### config.mk
export PLATFORM = sky130hd
export DESIGN_NAME = shift_sequencer
export DESIGN_NICKNAME = d
export VERILOG_FILES = /design/src/rtl/shift_pkg.sv /design/src/rtl/shift_seq_fsm.sv /design/src/rtl/shift_sequencer.sv
export SDC_FILE = /design/constraint.sdc
export NUM_CORES = 1
export LEC_CHECK = 0
export CORE_ASPECT_RATIO = 0.7
export CORE_UTILIZATION = 40
export DETAILED_ROUTE_END_ITERATION = 10
export PLACE_DENSITY_LB_ADDON = 0.08
export SYNTH_ARGS = -nofsm -noshare
export SYNTH_HDL_FRONTEND = slang
export SYNTH_SLANG_ARGS = --single-unit
### constraint.sdc
create_clock -name clk -period 3.1 [get_ports clk]
set_input_delay 0.31 -clock clk [delete_from_list [all_inputs] [get_ports clk]]
set_output_delay 0.31 -clock clk [all_outputs]
set_load 0.01 [all_outputs]
### src/rtl/shift_pkg.sv
// Shared types and constants for the shift sequencer.
package shift_pkg;

    typedef enum logic [1:0] {
        IDLE  = 2'd0,
        SHIFT = 2'd1,
        DONE  = 2'd2
    } seq_state_t;

    localparam logic MODE_ARITH = 1'b0;
    localparam logic MODE_LOGIC = 1'b1;

endpackage

### src/rtl/shift_seq_fsm.sv
// Sequencing control for the shift sequencer.
// Holds the state, the down-counter and the clamp, and strobes the datapath.
module shift_seq_fsm
    import shift_pkg::*;
#(
    parameter int WIDTH = 16,
    parameter int AW    = $clog2(WIDTH) + 1
) (
    input  logic          clk,
    input  logic          reset,
    input  logic          start,
    input  logic [AW-1:0] amount,
    output logic          ready,
    output logic          busy,
    output logic          done,
    output logic          load,
    output logic          shift_en
);

    localparam logic [AW-1:0] MAX_CNT = AW'(WIDTH);

    seq_state_t    state_q, state_d;
    logic [AW-1:0] cnt_q, cnt_d;
    logic [AW-1:0] clamped_s;

    // Distances beyond the operand width behave exactly like a full-width shift.
    assign clamped_s = (amount > MAX_CNT) ? MAX_CNT : amount;

    // Next-state, counter and strobe logic.
    always_comb begin
        state_d  = state_q;
        cnt_d    = cnt_q;
        load     = 1'b0;
        shift_en = 1'b0;
        case (state_q)
            IDLE: begin
                if (start) begin
                    load    = 1'b1;
                    cnt_d   = clamped_s;
                    state_d = (clamped_s == {AW{1'b0}}) ? DONE : SHIFT;
                end else begin
                    state_d = IDLE;
                end
            end
            SHIFT: begin
                shift_en = 1'b1;
                cnt_d    = cnt_q - AW'(1);
                if (cnt_q == AW'(1)) begin
                    state_d = DONE;
                end else begin
                    state_d = SHIFT;
                end
            end
            DONE: begin
                state_d = IDLE;
            end
            default: begin
                state_d = IDLE;
                cnt_d   = {AW{1'b0}};
            end
        endcase
    end

    // State and counter registers.
    always_ff @(posedge clk) begin
        if (reset) begin
            state_q <= IDLE;
            cnt_q   <= {AW{1'b0}};
        end else begin
            state_q <= state_d;
            cnt_q   <= cnt_d;
        end
    end

    assign ready = (state_q == IDLE);
    assign busy  = (state_q == SHIFT) || (state_q == DONE);
    assign done  = (state_q == DONE);

endmodule

### src/rtl/shift_sequencer.sv
// Multi-bit right shifter that performs one single-bit shift per clock.
// Holds the working register and fill mux; sequencing lives in shift_seq_fsm.
module shift_sequencer
    import shift_pkg::*;
#(
    parameter int WIDTH = 16,
    parameter int AW    = $clog2(WIDTH) + 1
) (
    input  logic             clk,
    input  logic             reset,
    input  logic             start,
    input  logic [WIDTH-1:0] data_in,
    input  logic [AW-1:0]    amount,
    input  logic             mode,
    output logic             ready,
    output logic             busy,
    output logic             done,
    output logic [WIDTH-1:0] result
);

    logic [WIDTH-1:0] work_q, work_d;
    logic             mode_q, mode_d;
    logic             load_s;
    logic             shift_en_s;
    logic             fill_s;

    shift_seq_fsm #(
        .WIDTH (WIDTH),
        .AW    (AW)
    ) u_fsm (
        .clk      (clk),
        .reset    (reset),
        .start    (start),
        .amount   (amount),
        .ready    (ready),
        .busy     (busy),
        .done     (done),
        .load     (load_s),
        .shift_en (shift_en_s)
    );

    assign fill_s = (mode_q == MODE_ARITH) ? work_q[WIDTH-1] : 1'b0;

    // Working register and mode: load on accept, shift on each strobe, else hold.
    always_comb begin
        work_d = work_q;
        mode_d = mode_q;
        if (load_s) begin
            work_d = data_in;
            mode_d = mode;
        end else if (shift_en_s) begin
            work_d = {fill_s, work_q[WIDTH-1:1]};
        end else begin
            work_d = work_q;
        end
    end

    // Datapath registers.
    always_ff @(posedge clk) begin
        if (reset) begin
            work_q <= {WIDTH{1'b0}};
            mode_q <= 1'b0;
        end else begin
            work_q <= work_d;
            mode_q <= mode_d;
        end
    end

    assign result = work_q;

endmodule

==> impl_metrics.csv <==
group,metric,value,unit
route,drc,0,
worst_hold_path,hold_class,"reg2reg",
power_and_ir_drop,power_frac_seq,0.469,
placement,routabilityCongestion,0.7595,
synthesis,syn_area,1206,um^2
cts,post_cts_buffers,0,
global_route,grt_max_degree,33,
critical_path,cpPeakStageDelay,0.59,ns
critical_path,crit_cells,3,
route,routed-via-count,1156,
critical_path,worstSetupPathType,"reg2out",
critical_path,start_kind,"flop",
layout,diodes,0,
cts,numClockSinks,24,
critical_path,crit_path_start,"u_fsm.state_q[0]$_SDFF_PP0_",
synthesis,syn-num-nets,164,
flow_run,max_cap_viol_count,0,
critical_path,ff2ff_setup_slack,1.30,ns
cts,hold_buffers,0,
die,ios,44,
cts,path_clk_slew,0.08,ns
critical_path,slowest_stage,"clkdlybuf4s50_1",
power_and_ir_drop,power_leakage,0.6199,nW
timing,final_hold_viol_count,0,
timing,fmax,0.5338,GHz
placement,io_buffers,43,
global_route,grt_antenna_before_repair,0,
layout,fin_area,1710,um^2
placement,placed_cell_area,1669,um^2
cts,clock_path_buffers,2,
timing,rsz0062_at_grt,"no",
critical_path,cp_max_fo,8,
synthesis,postSynthCellCount,134,
route,ant_nets,0,
die,die-area,3243,um^2
timing,slew_viol_final,0,
synthesis,ys.flop_type,"dfxtp_1",
layout,final_common_cell,"clkdlybuf4s50_1",
cts,cts_resized,0,
layout,layout-drive-gt1-share,0.05143,
critical_path,timing.critical_path.buf_inv,2,
global_route,gr-usage-all-layers,0.2083,
cts,cts_buffers,3,
layout,num-fill-cells,238,
critical_path,timing.rr.start,"u_fsm.state_q[1]$_SDFF_PP0_",
outcome,outcome,"finished, final reports clean",
critical_path,endpoint,"ready",
die,floorplan.initialDensity,0.4273,
synthesis,synth.distinct_cells,31,
power_and_ir_drop,intPower,0.5592,mW
route,drt-total-wl,3.112,mm
route,viasPerCell,5.479,
synthesis,synthArstFlopShare,0,
power_and_ir_drop,cellPowerDensity,462.0,nW/um^2
synthesis,seq_area_frac_synth,0.3983,
critical_path,cp_cell_sequence,"inv_1 -> ha_1 -> clkdlybuf4s50_1",
critical_path,cp_data_required_time,2.79,ns
synthesis,syn_area_per_cell,9.001,um^2
timing,fin_skew,0.005234,ns
timing,slew_headroom,0.3866,
power_and_ir_drop,pwr-share-comb,0.301,
critical_path,crit_arrival,1.56,ns
critical_path,regToRegEndpoint,"u_fsm.cnt_q[4]$_SDFFE_PP0P_",
timing,timing.final.crit_share,0.6043,
critical_path,end_kind,"output port",
global_route,grt_overflow_total,0,
layout,mostFrequentLayoutCells,"clkdlybuf4s50_1, dfxtp_1, a211oi_1",
timing,tns,0,ns
cts,cts_tree,"built",
timing,tightest_slew,0.9173,ns
die,die_y,47.95,um
global_route,grt_pass1_vias,1063,
global_route,grt_pass1_wl,4.830,mm
timing,whs,0.4717,ns
cts,root_buffer,"clkbuf_8",
placement,numPlacedInstances,208,
die,die_w,67.64,um
layout,syn2layout_area_growth,41.80,%
cts,h-tree-depth,1,
layout,stdcell_count,211,
power_and_ir_drop,ir_drop,0.2883,mV
route,drtIter0Drc,63,
power_and_ir_drop,netSwitchingPower,0.2309,mW
cts,clock_latency,0.26,ns
route,wl_per_cell,14.75,um
critical_path,cp_top_family,"buffers and inverters",
synthesis,synth-edff-count,0,
timing,finalCriticalPeriod,1.873,ns
synthesis,ys_ff_latch,24,
placement,dp_hpwl,2.267,mm
die,core_area,2823,um^2
die,num_rows,16,
power_and_ir_drop,power_frac_clock,0.230,
critical_path,reg2reg_depth,6,
power_and_ir_drop,p_sw_frac,0.2923,
synthesis,yosysWarningCount,0,
route,firstDrtPassIters,4,
layout,final_nets,207,
timing,setup_violations,0,
## cells by family after synthesis
logic type               Yosys count  synth area share
adder cells (fa/ha/maj)            5           0.05187
multiplexers                      16            0.1338
AND/OR/NAND/NOR                   41            0.1712
buffers and inverters             13           0.04460
AO/OA/AOI/OAI                     35            0.2002
flip-flops                        24            0.3983
## synthesized netlist by cell type, drive strengths merged, types with 2 or more instances
cell type / n / share of area
ha: 5 / 0.052
nand3b: 2 / 0.012
nand2: 9 / 0.028
a21oi: 10 / 0.045
nor2b: 3 / 0.016
a311oi: 2 / 0.015
buf: 3 / 0.013
o21ai: 2 / 0.0083
clkbuf: 5 / 0.016
nor2: 16 / 0.050
a211oi: 17 / 0.11
mux2i: 15 / 0.12
inv: 5 / 0.016
dfxtp: 24 / 0.40
nand2b: 3 / 0.016
## state kept, by name (all words and copies together) (netlist names)
register and flops:
result 16, u_fsm.cnt_q 5, u_fsm.state_q 2, mode_q 1
## power groups by stage
stage | clock network, mW | registers [mW] | logic, mW
2_1_floorplan | 0 | 0.380 | 0.120
3_3_place_gp | 0 | 0.375 | 0.230
3_5_place_dp | 0 | 0.376 | 0.237
4_1_cts | 0.184 | 0.370 | 0.239
5_1_grt | 0.201 | 0.376 | 0.260
6_report | 0.182 | 0.371 | 0.238
## final cells by class
class / count / area (um^2) / area share
Clock buffer: 3 / 41.29 / 0.02414
Inverter: 5 / 18.77 / 0.01097
Tap cell: 36 / 45.04 / 0.02634
Sequential cell: 24 / 480.5 / 0.2809
Timing Repair Buffer: 46 / 452.9 / 0.2648
Multi-Input combinational cell: 97 / 671.9 / 0.3928
## per-stage QoR
stage / utilization / worst slack, ns / power (mW)
finish: 0.6059 / 1.227 / 0.7902
global route: 0.6059 / 1.139 / 0.8365
CTS: 0.6059 / 1.223 / 0.7923
detailed placement: 0.5913 / 1.226 / 0.6132
global placement: 0.5913 / 1.289 / 0.6057
floorplan: - / 1.692 / 0.4996
## metal layers
layer | vias up | wire length, um | GRT usage
met4 | 0 | 43 | 0.08085
met1 | 546 | 1461 | 0.2592
li1 | 572 | - | -
met5 | - | 0 | 0
met3 | 7 | 168 | 0.06905
met2 | 31 | 1438 | 0.3386
## worst register-to-register path, stage by stage (launching register included)
cell and delay [ns]:
dfxtp_1 0.32, inv_1 0.08, ha_1 0.43, buf_4 0.27, nand2b_1 0.08, mux2_1 0.29, a311oi_1 0.23
## worst min-delay path by stage
| stage | startpoint | to | slack, ns | cells past startpoint |
|---|---|---|---|---|
| global route | mode_q$_SDFFE_PP0P_ | mode_q$_SDFFE_PP0P_ | 0.49 | 2 |
| finish | mode_q$_SDFFE_PP0P_ | mode_q$_SDFFE_PP0P_ | 0.47 | 2 |
| detailed placement | mode_q$_SDFFE_PP0P_ | mode_q$_SDFFE_PP0P_ | 0.46 | 2 |
| CTS | mode_q$_SDFFE_PP0P_ | mode_q$_SDFFE_PP0P_ | 0.48 | 2 |
| floorplan | reset | u_fsm.cnt_q[3]$_SDFFE_PP0P_ | 0.38 | 1 |
| global placement | mode_q$_SDFFE_PP0P_ | mode_q$_SDFFE_PP0P_ | 0.45 | 2 |
No activity file was read; power rests on OpenSTA's default activity.
